## config.mk

```make
export PLATFORM = sky130hd
export DESIGN_NAME = io_seg_mux
export DESIGN_NICKNAME = d
export VERILOG_FILES = /design/src/rtl/io_seg_mux.sv
export SDC_FILE = /design/constraint.sdc
export NUM_CORES = 1
export LEC_CHECK = 0
export ABC_AREA = 1
export BUFFER_PORTS_ARGS = -buffer_cell sky130_fd_sc_hd__buf_2
export CORE_MARGIN = 8
export CORE_UTILIZATION = 45
export DETAILED_ROUTE_END_ITERATION = 16
export PLACE_DENSITY = 0.71
export SYNTH_ARGS = -nofsm -noshare
export SYNTH_HDL_FRONTEND = slang
export SYNTH_SLANG_ARGS = --single-unit
export TNS_END_PERCENT = 50
```

## constraint.sdc

```tcl
create_clock -name clk -period 3.3 [get_ports clk]
set_input_delay 0.495 -clock clk [delete_from_list [all_inputs] [get_ports clk]]
set_output_delay 0.495 -clock clk [all_outputs]
set_load 0.02 [all_outputs]
```

## src/rtl/io_seg_mux.sv

```systemverilog
// io_seg_mux: scans a 4-digit, 7-segment display from a 16-bit hex value.
// The inputs are captured on load into a pending shadow register. That data
// moves into the active register only at a frame boundary, so a frame never
// shows a partially updated value.
// Optional feature: define IO_SEG_MUX_LZB_EN to enable leading-zero blanking
// of digits 3..1.
module io_seg_mux #(
  parameter int DIV_W     = 16,
  parameter int BLANK_CYC = 256
) (
  input  logic        clk,
  input  logic        rst,
  input  logic [15:0] value,
  input  logic [3:0]  dp,
  input  logic [3:0]  blank,
  input  logic        load,
  output logic [3:0]  io_sel,
  output logic [7:0]  io_seg,
  output logic        frame_done
);

  localparam logic [DIV_W-1:0] BLANK_LIM = DIV_W'(BLANK_CYC);

  logic [DIV_W-1:0] cnt;
  logic [1:0]       digit;
  logic [15:0]      pend_value, act_value;
  logic [3:0]       pend_dp, pend_blank, act_dp, act_blank;
  logic             pend_vld;
  logic             boundary;
  logic [3:0]       nib;
  logic [6:0]       seg7;
  logic [3:0]       lz;
  logic             dark;
  logic [3:0]       sel_d;
  logic [7:0]       seg_d;

  assign boundary = (&cnt) && (digit == 2'd3);
  assign nib      = act_value[{digit, 2'b00} +: 4];

  // Scan prescaler; the digit advances each time the prescaler wraps.
  always_ff @(posedge clk) begin
    if (rst) begin
      cnt   <= '0;
      digit <= 2'd0;
    end else begin
      cnt <= cnt + 1'b1;
      if (&cnt) digit <= digit + 2'd1;
    end
  end

  // Shadow/active registers. A load on the boundary cycle goes straight to
  // the active register and discards any older pending data.
  always_ff @(posedge clk) begin
    if (rst) begin
      pend_value <= '0;
      pend_dp    <= '0;
      pend_blank <= '0;
      pend_vld   <= 1'b0;
      act_value  <= '0;
      act_dp     <= '0;
      act_blank  <= '0;
    end else if (boundary) begin
      pend_vld <= 1'b0;
      if (load) begin
        act_value <= value;
        act_dp    <= dp;
        act_blank <= blank;
      end else if (pend_vld) begin
        act_value <= pend_value;
        act_dp    <= pend_dp;
        act_blank <= pend_blank;
      end
    end else if (load) begin
      pend_value <= value;
      pend_dp    <= dp;
      pend_blank <= blank;
      pend_vld   <= 1'b1;
    end
  end

  // Hex-to-segment decode, blanking and digit selection for the current slot.
  always_comb begin
    seg7 = 7'h00;
    case (nib)
      4'h0: seg7 = 7'h3F;
      4'h1: seg7 = 7'h06;
      4'h2: seg7 = 7'h5B;
      4'h3: seg7 = 7'h4F;
      4'h4: seg7 = 7'h66;
      4'h5: seg7 = 7'h6D;
      4'h6: seg7 = 7'h7D;
      4'h7: seg7 = 7'h07;
      4'h8: seg7 = 7'h7F;
      4'h9: seg7 = 7'h6F;
      4'hA: seg7 = 7'h77;
      4'hB: seg7 = 7'h7C;
      4'hC: seg7 = 7'h39;
      4'hD: seg7 = 7'h5E;
      4'hE: seg7 = 7'h79;
      4'hF: seg7 = 7'h71;
      default: seg7 = 7'h00;
    endcase

`ifdef IO_SEG_MUX_LZB_EN
    lz[3] = (act_value[15:12] == 4'h0);
    lz[2] = lz[3] && (act_value[11:8] == 4'h0);
    lz[1] = lz[2] && (act_value[7:4] == 4'h0);
    lz[0] = 1'b0;
`else
    lz = 4'h0;
`endif

    dark = (cnt < BLANK_LIM) || act_blank[digit] || lz[digit];
    if (dark) begin
      sel_d = 4'hF;
      seg_d = 8'hFF;
    end else begin
      sel_d = ~(4'b0001 << digit);
      seg_d = ~{act_dp[digit], seg7};
    end
  end

  // Registered outputs, one cycle behind the scan state.
  always_ff @(posedge clk) begin
    if (rst) begin
      io_sel     <= 4'hF;
      io_seg     <= 8'hFF;
      frame_done <= 1'b0;
    end else begin
      io_sel     <= sel_d;
      io_seg     <= seg_d;
      frame_done <= boundary;
    end
  end

endmodule

```

; Yosys cells after proc, flatten, opt, wreduce, memory -nomap -nowiden
; Memory sizes are Yosys's and may differ from the RTL's.
; Cells that the tools add are included.
; Widths: inputs -> output; s select.
[totals]
rom_bits = 112
output_inout_bits = 13
memories = 1
ff_bits = 80
elab_cells = 44
[mem_list]
columns = name, depth, width, rd, rd_ports_with_merged_regs, wr, line_no
row1 = (name not given), 16, 7, 1, 0, 0, 84  ; case (nib)
[op_classes]
eq_ne = 1
bitwise = 3
n_mux = 12
n_lt_le_gt_ge = 2
n_shift = 2
n_addsub = 2
reduce_logical = 9
[ops]
columns = op, count
row1 = $mux 16, 2
row2 = $add 16x1->16 const B, 1
row3 = $lt 16x9->1 const B, 1
row4 = $mux 4, 4
row5 = $reduce_and 16->1, 1
row6 = $shiftx 16x5->4, 1
row7 = $not 8->8, 1
row8 = $bmux 1 s2, 3
row9 = $not 4->4, 1
row10 = $reduce_and 2->1, 2
row11 = $reduce_or 2->1, 2
row12 = $shl 1x2->4 const A, 1
row13 = $lt 2x3->1 const B, 1
row14 = $mux 1, 3
row15 = $add 2x1->2 const B, 1
row16 = $eq 2x2->1 const B, 1
row17 = $logic_or 1x1->1, 2
row18 = $reduce_bool 2->1, 1
row19 = $logic_and 1x1->1, 1
row20 = $not 1->1, 1

; Depth between registers and ports, before layout
[depth]
depth_word = 5
ltp_mapped = 11

; Worst setup path after synthesis
; Ideal clock, no wire load.
[synth_timing]
path_type = flip-flop to flip-flop
startpoint = register digit[0]
endpoint = register io_seg[6]
stages_incl_launch_ff = 10
t_arrival_ns = 1.622
slack_ns = 1.555
setup_time_ns = 0.123
t_required_ns = 3.177
path_cell_list = dfxtp_1 > buf_2 > buf_2 > o21ai_0 > nand2_1 > nand2_1 > ha_1 > or2_2 > nand3_1 > nand3_1
[synth_between]
elab_chain_cells = 5
word_cells_on_any_way = 10
cone_classes = shift: 1 / mux: 4 / bitwise: 1 / reduce/logical: 3 / memory: 1
[synth_rtl]
columns = element, line_no
row1 = start: declaration, 25  ; logic [1:0] digit;
row2 = start signal: assignment, 47  ; if (&cnt) digit <= digit + 2'd1;
row3 = "parallel branches: the longest is 5 deep, another holds $mem_v2 16x7", --
row4 = end signal: assignment, 131  ; io_seg <= seg_d;
row5 = end: declaration, 18  ; output logic [7:0] io_seg,
; Several ways; the timed one is not identified. The select of a mux whose other input is x is not followed.
; A chain may end at the register's enable or synchronous reset.

; Final worst setup path
[layout_timing]
startpoint = register digit[0]
endpoint = register io_seg[4]
; The elaborated chain is that of the path after synthesis.

==> results.py <==
metrics = {
    "place": {
        "dpl.hpwl_um": 5810,
        "post-place-ws_ns": 0.966,
        "placed_cell_area_um2": 4210,
        "gp_congestion": 0.841,
        "place.port_buffers": 39,
    },
    "final_layout": {
        "final_cell_mix": "nand2_1, dfxtp_1, inv_1",
        "nNetsFinal": 648,
        "layout_commonest_cell": "nand2_1",
        "nFillCells": 894,
        "multi_input_area_um2": 1970,
        "final_area_um2": 4380,
        "antenna_cells": 0,
        "final-seq-area_um2": 1600,
        "drive_above_1_share_pct": 12.4,
        "area_delta_synth_final_pct": 8.68,
    },
    "sta": {
        "setup_slack_ns": 0.976,
        "relSlewSlack_pct": 45.2,
        "rsz0062_at_grt": "false",
        "worst_pin_slew_ns": 0.822,
        "final-hold-violation-count": 0,
        "setup_viol": 0,
        "finalSetupTns_ns": 0,
        "max_freq_mhz": 430,
        "finalCriticalPeriod_ns": 2.32,
        "fin_worst_skew_ns": 0.0104,
        "report.final.slew_viol_count": 0,
        "post-route-period-util_pct": 70.4,
    },
    "synth": {
        "syn_avg_cell_area_um2": 6.79,
        "synthFlopType": "dfxtp_1",
        "ys_seq_area_share_pct": 39.7,
        "syn-num-nets": 632,
        "synth_cell_types": 28,
        "synth-edff-count": 0,
        "synth_warnings": 0,
        "synthSimpleGateAreaFrac_pct": 30.8,
        "synth_cells": 594,
        "ys_ff_latch": 80,
        "synth_compound_area_share_pct": 14.6,
        "netlist_area_um2": 4030,
        "synth_fa_ha_area_share_pct": 3.41,
        "synth_xor_area_share_pct": 0,
        "synth_mux_area_share_pct": 0,
        "async_reset_ff_share_pct": 0,
        "synth_top_family_by_area": "simple AND/OR/NAND/NOR gates",
    },
    "routing": {
        "vias": 3554,
        "wl_per_cell_um": 11.3,
        "drcViolationCount": 0,
        "antenna_left": 0,
        "wl_met2_um": 3520,
        "viasPerCell": 4.92,
        "drt_iter0_drc": 173,
        "routed_wirelength_um": 8180,
        "top_layer_used": "met4",
        "drt-pass1-iter-count": 4,
        "wl_met1_um": 4190,
        "route.met3.wl_um": 386,
    },
    "clock_network": {
        "h-tree-depth": 3,
        "cts_tree": "yes",
        "clock_path_buffers": 2,
        "cts_buffers": 9,
        "clkTransAtPathRegs_ns": 0.07,
        "post_cts_buffers": 0,
        "cts_sinks": 80,
        "cts_root_buffer": "clkbuf_8",
        "ctsHoldBuffers": 0,
        "clkLatencyLatePin_ns": 0.34,
        "cts_resized": 0,
    },
    "worst_setup_path": {
        "cpMaxStageDelayCell": "dfxtp_1",
        "startpoint_type": "register",
        "crit_top_cell": "nand2_1",
        "cp_max_fo": 22,
        "cp-end-kind": "register",
        "critPathLaunch": "digit[0]$_SDFFE_PP0P_",
        "timing.rr.start": "digit[0]$_SDFFE_PP0P_",
        "worst_path_dominant_cell_family": "simple AND/OR/NAND/NOR gates",
        "crit_type": "register to register",
        "r2r-end": "io_seg[4]$_SDFF_PP1_",
        "reg2reg_depth": 7,
        "slowest_delay_ns": 0.71,
        "crit_end": "io_seg[4]$_SDFF_PP1_",
        "crit_buf_inv": 1,
        "crit_cells": 7,
        "worstPathArrival_ns": 2.51,
        "required_ns": 3.49,
        "cp_cell_sequence": "clkinv_1 > nand2_1 > nand2_1 > nand2_1 > nand3_1 > nor2_1 > o211ai_1",
        "reg2reg_slack_ns": 0.98,
    },
    "run": {
        "maxCapViolations": 0,
    },
    "grt": {
        "grt_pass1_wl_um": 15000,
        "grt-ovfl-total": 0,
        "grt_pass1_vias": 3348,
        "grt_antenna_before_repair": 0,
        "gr-usage-all-layers_pct": 14.0,
        "grt_max_degree": 97,
    },
    "status": {
        "status": "completed",
    },
    "floorplanning": {
        "placementRows": 34,
        "die_x_um": 111,
        "core_um2": 8720,
        "die_area_um2": 12300,
        "start_util_pct": 46.3,
        "io_pins": 40,
        "die_y_um": 111,
    },
    "power_and_ir_drop": {
        "ir_worst_vdd_v": 0.000217,
        "power.density_nw_per_um2": 404,
        "power_leakage_uw": 0.00189,
    },
    "min_path": {
        "hold_class": "register to register",
        "worstHoldPathCells": 1,
    },
}
[worst min path at each step]
stage	endpoint	start	slack, ns
finish	cnt[0]$_SDFF_PP0_	cnt[0]$_SDFF_PP0_	0.45
global route	pend_blank[1]$_SDFFE_PP0P_	blank[1]	0.48
CTS	cnt[0]$_SDFF_PP0_	cnt[0]$_SDFF_PP0_	0.45
detailed placement	cnt[0]$_SDFF_PP0_	cnt[0]$_SDFF_PP0_	0.44
global placement	cnt[0]$_SDFF_PP0_	cnt[0]$_SDFF_PP0_	0.43
floorplan	cnt[0]$_SDFF_PP0_	cnt[0]$_SDFF_PP0_	0.42
[sequential cells by signal, indices dropped and copies added (netlist names)]
name        flops
act_blank       4
act_value      16
io_sel          4
pend_vld        1
pend_value     16
io_seg          8
act_dp          4
frame_done      1
pend_dp         4
digit           2
pend_blank      4
cnt            16
[cell usage after synthesis, drive strengths merged, types with 2 or more instances]
cell type | number | area, um2
buf | 20 | 110
nand3 | 50 | 255
dfxtp | 80 | 1600
o21a | 2 | 15.0
o211ai | 4 | 30.0
nor2 | 52 | 221
a21oi | 61 | 339
nand4 | 27 | 169
clkbuf | 17 | 63.8
nand2 | 150 | 578
ha | 11 | 138
inv | 74 | 278
clkinv | 3 | 11.3
o21ai | 38 | 190
or2 | 2 | 12.5
[worst register-to-register path, delay by kind of cell (launching register included)]
kind	cells	cell delay, ns
AOI/OAI and AO/OA	1	0.18
buffers and inverters	1	0.43
DFF	1	0.71
and+or+nand+nor	5	0.84
[routing by layer]
metal  vias to the layer above  global-route usage, %
li1                       1939                      -
met1                      1546                   18.3
met2                        63                   21.7
met3                         6                   3.79
met4                         0                   4.77
met5                         -                      0
[area by class of cell]
type                       instances  area share [%]
inverter                          77            6.59
clock inverter                     4           0.457
tap                              108            3.08
clock buffer                      11            3.45
sequential                        80            36.5
timing repair buffer              42            4.97
multi-input combinational        400            44.9
[power by group]
group          leakage [uW]  switching [uW]  internal (uW)
combinational       0.00114            81.3           50.2
sequential         0.000652            12.6            989
clock             0.0000947             335            305
[kinds of logic (layout without fill, tap and decap cells)]
| family | after synthesis | after routing |
|---|---|---|
| AND/OR/NAND/NOR | 282 | 282 |
| buffers and inverters | 114 | 134 |
| AO/OA/AOI/OAI | 107 | 107 |
| flip-flops | 80 | 80 |
| adder cells (fa/ha/maj) | 11 | 11 |
[through the flow]
step | total power (uW) | util, % | hold WS, ns | instances
after floorplan | 1120 | - | 0.418 | 594
after global placement | 1150 | 48.3 | 0.430 | 707
after detailed placement | 1160 | 48.3 | 0.444 | 707
after CTS | 1800 | 50.3 | 0.454 | 722
after global routing | 1860 | 50.3 | 0.477 | 722
final | 1770 | 50.3 | 0.454 | 722
(Power assumes the default switching activity.)
